--- src/rtl/counter_sequencer.sv ---
// Prescaled up/down counter with run/pause/done sequencing for the LED counter display.
// A programmable prescaler produces the count tick; commands start, stop, clear and load the counter.
module counter_sequencer #(
    parameter int unsigned CNT_W    = 8,
    parameter int unsigned TICK_DIV = 50000000,
    parameter int unsigned DIV_W    = 26
) (
    input  logic             iCLK_50,
    input  logic             iRST,
    input  logic             iSTART,
    input  logic             iSTOP,
    input  logic             iCLEAR,
    input  logic             iLOAD,
    input  logic [CNT_W-1:0] iLOAD_VAL,
    input  logic             iUP,
    input  logic [CNT_W-1:0] iLIMIT,
    input  logic             iAUTO_RELOAD,
    output logic [CNT_W-1:0] oCOUNT,
    output logic             oTICK,
    output logic             oDONE,
    output logic             oRUNNING,
    output logic [1:0]       oSTATE
);

    typedef enum logic [1:0] {
        ST_IDLE = 2'b00,
        ST_RUN  = 2'b01,
        ST_DONE = 2'b10
    } state_e;

    localparam logic [DIV_W-1:0] PRESC_LAST = DIV_W'(TICK_DIV - 1);

    state_e             state_q, state_d;
    logic [DIV_W-1:0]   presc_q, presc_d;
    logic [CNT_W-1:0]   count_q, count_d;
    logic               reload_q, reload_d;
    logic               tick_q, tick_d;
    logic               done_q, done_d;
    logic               running_q, running_d;

    logic               run_en_c;
    logic [CNT_W-1:0]   step_val_c;
    logic [CNT_W-1:0]   start_val_c;
    logic [CNT_W-1:0]   term_val_c;

    // Direction-dependent next value, restart value and terminal value.
    always_comb begin
        step_val_c  = iUP ? (count_q + CNT_W'(1)) : (count_q - CNT_W'(1));
        start_val_c = iUP ? '0 : iLIMIT;
        term_val_c  = iUP ? iLIMIT : '0;
    end

    // Command decode (clear > load > stop > start), then prescaler and count advance in RUN.
    always_comb begin
        state_d   = state_q;
        presc_d   = presc_q;
        count_d   = count_q;
        reload_d  = reload_q;
        tick_d    = 1'b0;
        done_d    = 1'b0;
        run_en_c  = 1'b0;

        if (iCLEAR) begin
            count_d  = '0;
            presc_d  = '0;
            reload_d = 1'b0;
            state_d  = ST_IDLE;
        end else if (iLOAD) begin
            count_d  = iLOAD_VAL;
            presc_d  = '0;
            reload_d = 1'b0;
            state_d  = ST_IDLE;
        end else if (iSTOP) begin
            if (state_q == ST_RUN) begin
                state_d = ST_IDLE;
            end
        end else if (iSTART) begin
            case (state_q)
                ST_IDLE: state_d = ST_RUN;
                ST_DONE: begin
                    state_d  = ST_RUN;
                    count_d  = start_val_c;
                    presc_d  = '0;
                    reload_d = 1'b0;
                end
                default: run_en_c = (state_q == ST_RUN);
            endcase
        end else begin
            run_en_c = (state_q == ST_RUN);
        end

        if (run_en_c) begin
            if (presc_q == PRESC_LAST) begin
                presc_d = '0;
                tick_d  = 1'b1;
                if (reload_q) begin
                    count_d  = start_val_c;
                    reload_d = 1'b0;
                end else begin
                    count_d = step_val_c;
                    if (step_val_c == term_val_c) begin
                        done_d = 1'b1;
                        if (iAUTO_RELOAD) begin
                            reload_d = 1'b1;
                        end else begin
                            state_d = ST_DONE;
                        end
                    end
                end
            end else begin
                presc_d = presc_q + DIV_W'(1);
            end
        end

        running_d = (state_d == ST_RUN);
    end

    always_ff @(posedge iCLK_50) begin
        if (iRST) begin
            state_q   <= ST_IDLE;
            presc_q   <= '0;
            count_q   <= '0;
            reload_q  <= 1'b0;
            tick_q    <= 1'b0;
            done_q    <= 1'b0;
            running_q <= 1'b0;
        end else begin
            state_q   <= state_d;
            presc_q   <= presc_d;
            count_q   <= count_d;
            reload_q  <= reload_d;
            tick_q    <= tick_d;
            done_q    <= done_d;
            running_q <= running_d;
        end
    end

    assign oCOUNT   = count_q;
    assign oTICK    = tick_q;
    assign oDONE    = done_q;
    assign oRUNNING = running_q;
    assign oSTATE   = state_q;

endmodule

--- config.mk ---
export PLATFORM = sky130hd
export DESIGN_NAME = counter_sequencer
export DESIGN_NICKNAME = d
export VERILOG_FILES = /design/src/rtl/counter_sequencer.sv
export SDC_FILE = /design/constraint.sdc
export NUM_CORES = 1
export LEC_CHECK = 0
export ABC_AREA = 1
export CORE_ASPECT_RATIO = 0.8
export CORE_MARGIN = 2
export CORE_UTILIZATION = 36
export DETAILED_ROUTE_END_ITERATION = 16
export PLACE_DENSITY = 0.67
export SYNTH_ARGS = -nofsm -noshare
export SYNTH_HDL_FRONTEND = slang
export SYNTH_SLANG_ARGS = --single-unit
--- constraint.sdc ---
create_clock -name iCLK_50 -period 3.4 [get_ports iCLK_50]
set_clock_uncertainty 0.1 [all_clocks]
set_input_delay 0.68 -clock iCLK_50 [delete_from_list [all_inputs] [get_ports iCLK_50]]
set_output_delay 0.68 -clock iCLK_50 [all_outputs]
set_load 0.01 [all_outputs]
==> out/qor.json, run 1 <==
{
  "run_status": {
    "outcome": "completed"
  },
  "critical_path": {
    "cp-start-kind": "primary input",
    "critical_path.startpoint": "iUP",
    "critPathKind": "primary input to flop",
    "required_ns": 3.48,
    "worst_r2r_path_depth": 14,
    "critical_path.n_buffers_inverters": 4,
    "cp_data_arrival_time_ns": 2.98,
    "cp_slowest_cell": "clkdlybuf4s50_1",
    "timing.rr.start": "oCOUNT[0]",
    "critical_path.endpoint_type": "flop",
    "critical_path.endpoint": "oRUNNING",
    "critical_path.max_fanout": 8,
    "slowest_delay_ns": 0.48,
    "rr_endpoint": "oRUNNING",
    "worst-r2r-setup-slack_ns": 1.06,
    "path_depth": 14,
    "critical_path.cell_chain": "clkdlybuf4s50_1 > clkinv_1 > buf_4 > ha_1 > nand2_1 > inv_1 > a21oi_1 > nand3_1 > nand3_1 > nand2_1 > nor2_1 > nand3_1 > nand2_1 > nor2_1",
    "worst_path_dominant_cell_family": "buffers and inverters"
  },
  "place": {
    "place_inst": 604,
    "gp_congestion": 0.941,
    "dp.final_hpwl_um": 6030,
    "post_dp_cell_area_um2": 3380,
    "placement.io_buffers": 36
  },
  "sta": {
    "timing.slew.headroom_pct": 60.7,
    "layout_worst_path_cycle_share_pct": 85.2,
    "setup_violations": 0,
    "tightest_slew_ns": 0.585,
    "maxClockFrequency_ghz": 0.345,
    "finalCriticalPeriod_ns": 2.90,
    "grt_setup_unrepaired": "false",
    "setup_tns_ns": 0,
    "hold_viol_final": 0,
    "drv_slew": 0
  },
  "logic_synthesis": {
    "basic_gate_share_of_the_synthesized_area_counting_and_or_nand_and_nor_cells_pct": 42.6,
    "yosys.cell_types.count": 41,
    "yosysSeqAreaShare_pct": 27.7,
    "post_synthesis_share_of_cell_area_spent_on_full_adders_half_adders_and_majority_gates_pct": 3.72,
    "synth.yosys.warnings": 0,
    "synthCells": 462,
    "main_combinational_cell_family_by_area_after_synthesis": "simple AND/OR/NAND/NOR gates",
    "synth.avg_cell_area_um2": 6.26,
    "yosys-mux-area-fraction_pct": 0,
    "postSynthRegisterBits": 40,
    "synth-compound-area-share_pct": 14.8,
    "netlist_area_before_placement_um2": 2890,
    "postSynthNetCount": 494,
    "synth_xor_xnor_area_share_pct": 0.605
  },
  "drt": {
    "via_count": 3075,
    "drtPass1Iterations": 5,
    "remaining_drc_errors": 0,
    "drt_first_iter_violations": 201,
    "viasPerCell": 5.02,
    "wire_per_inst_um": 12.7,
    "drt_antenna_net_count": 0,
    "routed_wirelength_um": 7760
  },
  "grt": {
    "total_global_routing_track_utilization_pct": 17.9,
    "grt_max_degree": 20,
    "antenna_found_initial": 0,
    "grt_overflow_total": 0,
    "first_global_vias": 2786,
    "wire_length_of_the_first_global_routing_pass_um": 12900
  },
  "clock_network": {
    "cts.root.buffer_cell": "clkbuf_8",
    "cts_tree": "yes",
    "post-cts-setup-buffers": 0,
    "max-clock-path-buffers": 2,
    "cts_sinks": 40,
    "cts.clk_slew.worst_paths_ns": 0.08,
    "cts_made_buffers": 5,
    "clock_insertion_delay_worst_skew_ns": 0.30,
    "postCtsHoldBufs": 0,
    "htree_levels": 2,
    "post_cts_resized": 0
  },
  "final_layout": {
    "post-route-cell-area_um2": 3490,
    "layout-drive-gt1-share_pct": 7.94,
    "area_growth_pct": 20.7,
    "final_nets": 535,
    "fin_util_pct": 44.4,
    "n_antenna_cell": 0,
    "final_cells": 612,
    "fillers": 800
  },
  "power_and_ir_drop": {
    "powerDensity_nw_per_um2": 302,
    "power.static_leakage_nw": 1.37,
    "design_power_total_mw": 1.05,
    "power.ir.vdd_worst_mv": 0.148
  },
  "floorplanning": {
    "fp.dieArea_um2": 8780,
    "num_io_pins": 37,
    "num_rows": 29,
    "die_h_um": 84.2,
    "floorplan.initialDensity_pct": 36.8,
    "die_w_um": 104,
    "core_um2": 7870
  },
  "worst_hold_path": {
    "hold_class": "flop to flop"
  },
  "run": {
    "drv.max_cap_violation_count": 0
  }
}
-- area by class of cell --
cell class	instances	area, um^2	area share [%]
Clock buffer	6	72.6	2.08
Clock inverter	2	35.0	1.00
Timing Repair Buffer	44	420	12.0
Tap cell	108	135	3.87
Inverter	64	240	6.88
Sequential cell	40	801	22.9
Multi-Input combinational cell	348	1790	51.2
-- cell usage after synthesis --
cell type  number  area, um^2
and3_1          2        12.5
o21bai_1        1        7.51
nand3_1        38         190
nand3b_1        3        22.5
nor2_4          4        45.0
nor4b_1         1        8.76
dfxtp_1        40         801
xor2_1          2        17.5
nand4_1         9        56.3
or2_0           1        6.26
inv_2           2        7.51
buf_6           2        22.5
inv_1          58         218
buf_4           2        15.0
a211oi_2        1        12.5
a21oi_2         1        8.76
nor3_1         23         115
nor3_2          3        30.0
fa_1            1        20.0
nand3_2         3        30.0
buf_2           4        20.0
a211oi_1        2        15.0
o21ai_0        18        90.1
o21ai_4         1        16.3
nand2_1       113         424
o221ai_1        1        8.76
a21oi_1        34         170
nand2_2         1        6.26
a21boi_2        1        11.3
clkinv_1        4        15.0
nor2_2          4        25.0
nor4_1          4        25.0
or2_2           3        18.8
clkbuf_1        2        7.51
a31oi_1         1        6.26
a31o_2          1        8.76
ha_1            7        87.6
nor2_1         52         195
o211ai_1        4        30.0
o2111ai_1       5        43.8
nor3b_1         3        22.5
-- flip-flops by register name, indices dropped and copies added (netlist names) --
name and count:
oTICK 1, oDONE 1, presc_q 26, oSTATE 2
oCOUNT 8, oRUNNING 1, reload_q 1
-- routing by layer --
metal / wire (um) / GRT usage [%]
met5: 0 / 0
met4: 89 / 5.65
met3: 415 / 2.80
met2: 3210 / 27.3
met1: 4050 / 26.0
-- worst min-delay path by stage --
stage	slack, ns	end	start	depth (start not counted)
6_report	0.39	presc_q[22]	presc_q[22]	2
5_1_grt	0.41	presc_q[22]	presc_q[22]	2
4_1_cts	0.38	presc_q[22]	presc_q[22]	2
3_5_place_dp	0.36	presc_q[22]	presc_q[22]	2
3_3_place_gp	0.36	presc_q[0]	presc_q[0]	2
2_1_floorplan	0.35	presc_q[22]	presc_q[22]	2
-- per-stage QoR --
stage / hold slack, ns / setup slack (ns)
finish: 0.387 / 0.503
global route: 0.412 / 0.277
CTS: 0.381 / 0.554
detailed placement: 0.365 / 0.244
global placement: 0.364 / 0.308
floorplan: 0.345 / 0.696
-- cells in the final DEF, fill, tap and decap left out, drive strengths merged --
cell type      synthesis  routed
clkdlybuf4s50          0      36
dfxtp                 40      40
buf                    8       8
a21boi                 1       1
nand3b                 3       3
o21ai                 19      19
bufinv                 0       1
ha                     7       7
inv                   60      60
nand3                 41      41
clkbuf                 2       6
a31o                   1       1
fa                     1       1
nor3                  26      26
xor2                   2       2
a211oi                 3       3
a31oi                  1       1
and3                   2       2
nor4b                  1       1
nor2                  60      60
a21oi                 35      35
or2                    4       4
o2111ai                5       5
nor3b                  3       3
clkinv                 4       5
nand4                  9       9
nor4                   4       4
o211ai                 4       4
nand2                114     114
o221ai                 1       1
o21bai                 1       1
-- power breakdown --
group	internal [mW]	switching [mW]	total (mW)
Sequential	0.473	0.00484	0.478
Clock	0.218	0.179	0.397
Combinational	0.0779	0.101	0.179
Total	0.769	0.284	1.05
-- cells by family after synthesis --
| group | count (synthesis) |
|---|---|
| flip-flops | 40 |
| XOR/XNOR | 2 |
| adder cells (fa/ha/maj) | 8 |
| buffers and inverters | 74 |
| AO/OA/AOI/OAI | 71 |
| AND/OR/NAND/NOR | 267 |
-- worst reg2reg max path, stage by stage, from the launching register on --
cell,delay [ns]
dfxtp_1,0.43
inv_1,0.12
fa_1,0.45
inv_1,0.09
nand2_1,0.09
nand2_1,0.09
nand3_1,0.13
nand2_1,0.12
nand2_1,0.06
nand3_1,0.07
nand2_1,0.08
nor2_1,0.14
nand3_1,0.12
nand2_1,0.09
nor2_1,0.04
Note: power is estimated with default switching activity, not from simulation.
==> inputs of run 2 (changes only) <==
--- a/config.mk
+++ b/config.mk
@@ -14,3 +14,4 @@
 export SYNTH_ARGS = -nofsm -noshare
 export SYNTH_HDL_FRONTEND = slang
 export SYNTH_SLANG_ARGS = --single-unit
+export TNS_END_PERCENT = 50
==> constraint.sdc (replaced) <==
create_clock -name iCLK_50 -period 3.65 [get_ports iCLK_50]
set_clock_uncertainty 0.1 [all_clocks]
set_input_delay 0.73 -clock iCLK_50 [delete_from_list [all_inputs] [get_ports iCLK_50]]
set_output_delay 0.73 -clock iCLK_50 [all_outputs]
set_load 0.01 [all_outputs]
==> run 2 against run 1 <==
- design area is 0.25% lower
- register-to-register slack better by 0.30 ns
- clock power hardly changed
- setup slack better by 0.23 ns
- global-route usage is 0.70 points higher
- worst hold slack better by 0.011 ns
- count of clock-buffer cells in the layout stayed put
- sequential power is 6.9% lower
- highest routed layer unchanged
- final cell count is 0.49% lower
- via count is 0.75% higher
- critical path depth stayed put
==> out/qor.json, run 2 (same netlist as run 1, synthesis figures left out) <==
{
  "floorplanning": {
    "num_rows": 29,
    "die_w_um": 104,
    "core_um2": 7870,
    "die_h_um": 84.2,
    "num_io_pins": 37,
    "fp.dieArea_um2": 8780,
    "floorplan.initialDensity_pct": 36.8
  },
  "final_layout": {
    "max_flop_register": "presc_q",
    "top_library_cells_by_usage_in_the_layout_fill_and_taps_aside": "nand2_1, inv_1, nor2_1",
    "final_cells": 609,
    "area_growth_pct": 20.4,
    "final_nets": 532,
    "fin_util_pct": 44.2,
    "n_antenna_cell": 0,
    "final_common_cell": "nand2_1",
    "layout-drive-gt1-share_pct": 7.58,
    "largest_reg_flops": 26
  },
  "sta": {
    "layout_worst_path_cycle_share_pct": 80.0,
    "grt_setup_unrepaired": "false",
    "timing.slew.headroom_pct": 62.7,
    "setup_violations": 0,
    "tightest_slew_ns": 0.555,
    "maxClockFrequency_ghz": 0.343,
    "setup_tns_ns": 0,
    "finalCriticalPeriod_ns": 2.92,
    "setup_ws_ns": 0.730,
    "hold_viol_final": 0,
    "drv_slew": 0
  },
  "critical_path": {
    "critical_path.endpoint": "oRUNNING",
    "critical_path.endpoint_type": "flop",
    "worst_r2r_path_depth": 14,
    "critical_path.startpoint": "iUP",
    "cp_slowest_cell": "clkdlybuf4s50_1",
    "required_ns": 3.73,
    "cp_data_arrival_time_ns": 3.00,
    "critical_path.n_buffers_inverters": 4,
    "critical_path.cell_chain": "clkdlybuf4s50_1 > clkinv_1 > buf_4 > ha_1 > nand2_1 > inv_1 > a21oi_1 > nand3_1 > nand3_1 > nand2_1 > nor2_1 > nand3_1 > nand2_1 > nor2_1",
    "worst_path_dominant_cell_family": "buffers and inverters",
    "path_depth": 14,
    "critPathKind": "primary input to flop",
    "cp-start-kind": "primary input",
    "critical_path.max_fanout": 8,
    "timing.rr.start": "oCOUNT[0]",
    "slowest_delay_ns": 0.48,
    "rr_endpoint": "oRUNNING",
    "worst-r2r-setup-slack_ns": 1.36
  },
  "power_and_ir_drop": {
    "power.ir.vdd_worst_mv": 0.125,
    "powerDensity_nw_per_um2": 289,
    "power.static_leakage_nw": 1.36,
    "design_power_total_mw": 1.01
  },
  "grt": {
    "wire_length_of_the_first_global_routing_pass_um": 13500,
    "first_global_vias": 2942,
    "grt_max_degree": 20,
    "antenna_found_initial": 0,
    "total_global_routing_track_utilization_pct": 18.6,
    "grt_overflow_total": 0
  },
  "clock_network": {
    "postCtsHoldBufs": 0,
    "max-clock-path-buffers": 2,
    "htree_levels": 2,
    "cts_made_buffers": 5,
    "post_cts_resized": 0,
    "cts_tree": "yes",
    "post-cts-setup-buffers": 0,
    "clock_insertion_delay_worst_skew_ns": 0.31,
    "cts.clk_slew.worst_paths_ns": 0.09,
    "cts_sinks": 40,
    "cts.root.buffer_cell": "clkbuf_8"
  },
  "drt": {
    "viasPerCell": 5.09,
    "drt_first_iter_violations": 199,
    "wire_per_inst_um": 12.8,
    "drt_antenna_net_count": 0,
    "remaining_drc_errors": 0,
    "drtPass1Iterations": 5,
    "via_count": 3098,
    "routed_wirelength_um": 7810
  },
  "place": {
    "place_inst": 601,
    "dp.final_hpwl_um": 6030,
    "dpl_worst_slack_ns": 0.445,
    "gp_congestion": 0.925,
    "placement.io_buffers": 36
  },
  "run": {
    "drv.max_cap_violation_count": 0
  },
  "worst_hold_path": {
    "hold_class": "flop to flop"
  },
  "run_status": {
    "outcome": "completed"
  }
}
==> run 2: cell count changes in the layout (fill, tap and decap cells not counted), sizes merged <==
cell	delta
buf	-3
==> run 2: how the worst min path moves through the flow <==
stage                      from     endpoint  slack (ns)  cells after the start
floorplan           presc_q[22]  presc_q[22]        0.35                      2
global placement     presc_q[0]   presc_q[0]        0.37                      2
detailed placement  presc_q[22]  presc_q[22]        0.38                      2
CTS                 presc_q[22]  presc_q[22]        0.39                      2
global route        presc_q[21]  presc_q[21]        0.41                      2
finish               presc_q[0]   presc_q[0]        0.40                      2
==> run 2: per-stage QoR <==
stage	instance area, um^2	hold slack (ns)
floorplan	2890	0.345
global placement	3360	0.369
detailed placement	3360	0.378
CTS	3480	0.393
global route	3480	0.412
finish	3480	0.397
==> run 2: where the power goes <==
part / switching [mW] / internal, mW
Combinational: 0.0929 / 0.0717
Clock: 0.171 / 0.224
Sequential: 0.00453 / 0.441
Total: 0.269 / 0.736
==> run 2: layer usage <==
layer | wire length, um | track usage [%]
met1 | 3990 | 26.7
met5 | 0 | 0
met2 | 3300 | 29.0
met3 | 440 | 2.87
met4 | 72 | 5.41
==> run 2: tightest hold or removal path: stages (launching register included) <==
cell     delay [ns]
dfxtp_1        0.34
nand2_1        0.07
a21oi_1        0.05
==> run 2: cell type report <==
class	count	area, um^2
Sequential cell	40	801
Inverter	64	240
Fill cell	848	4390
Clock buffer	6	82.6
Multi-Input combinational cell	348	1790
Clock inverter	2	38.8
Timing Repair Buffer	41	398
Tap cell	108	135
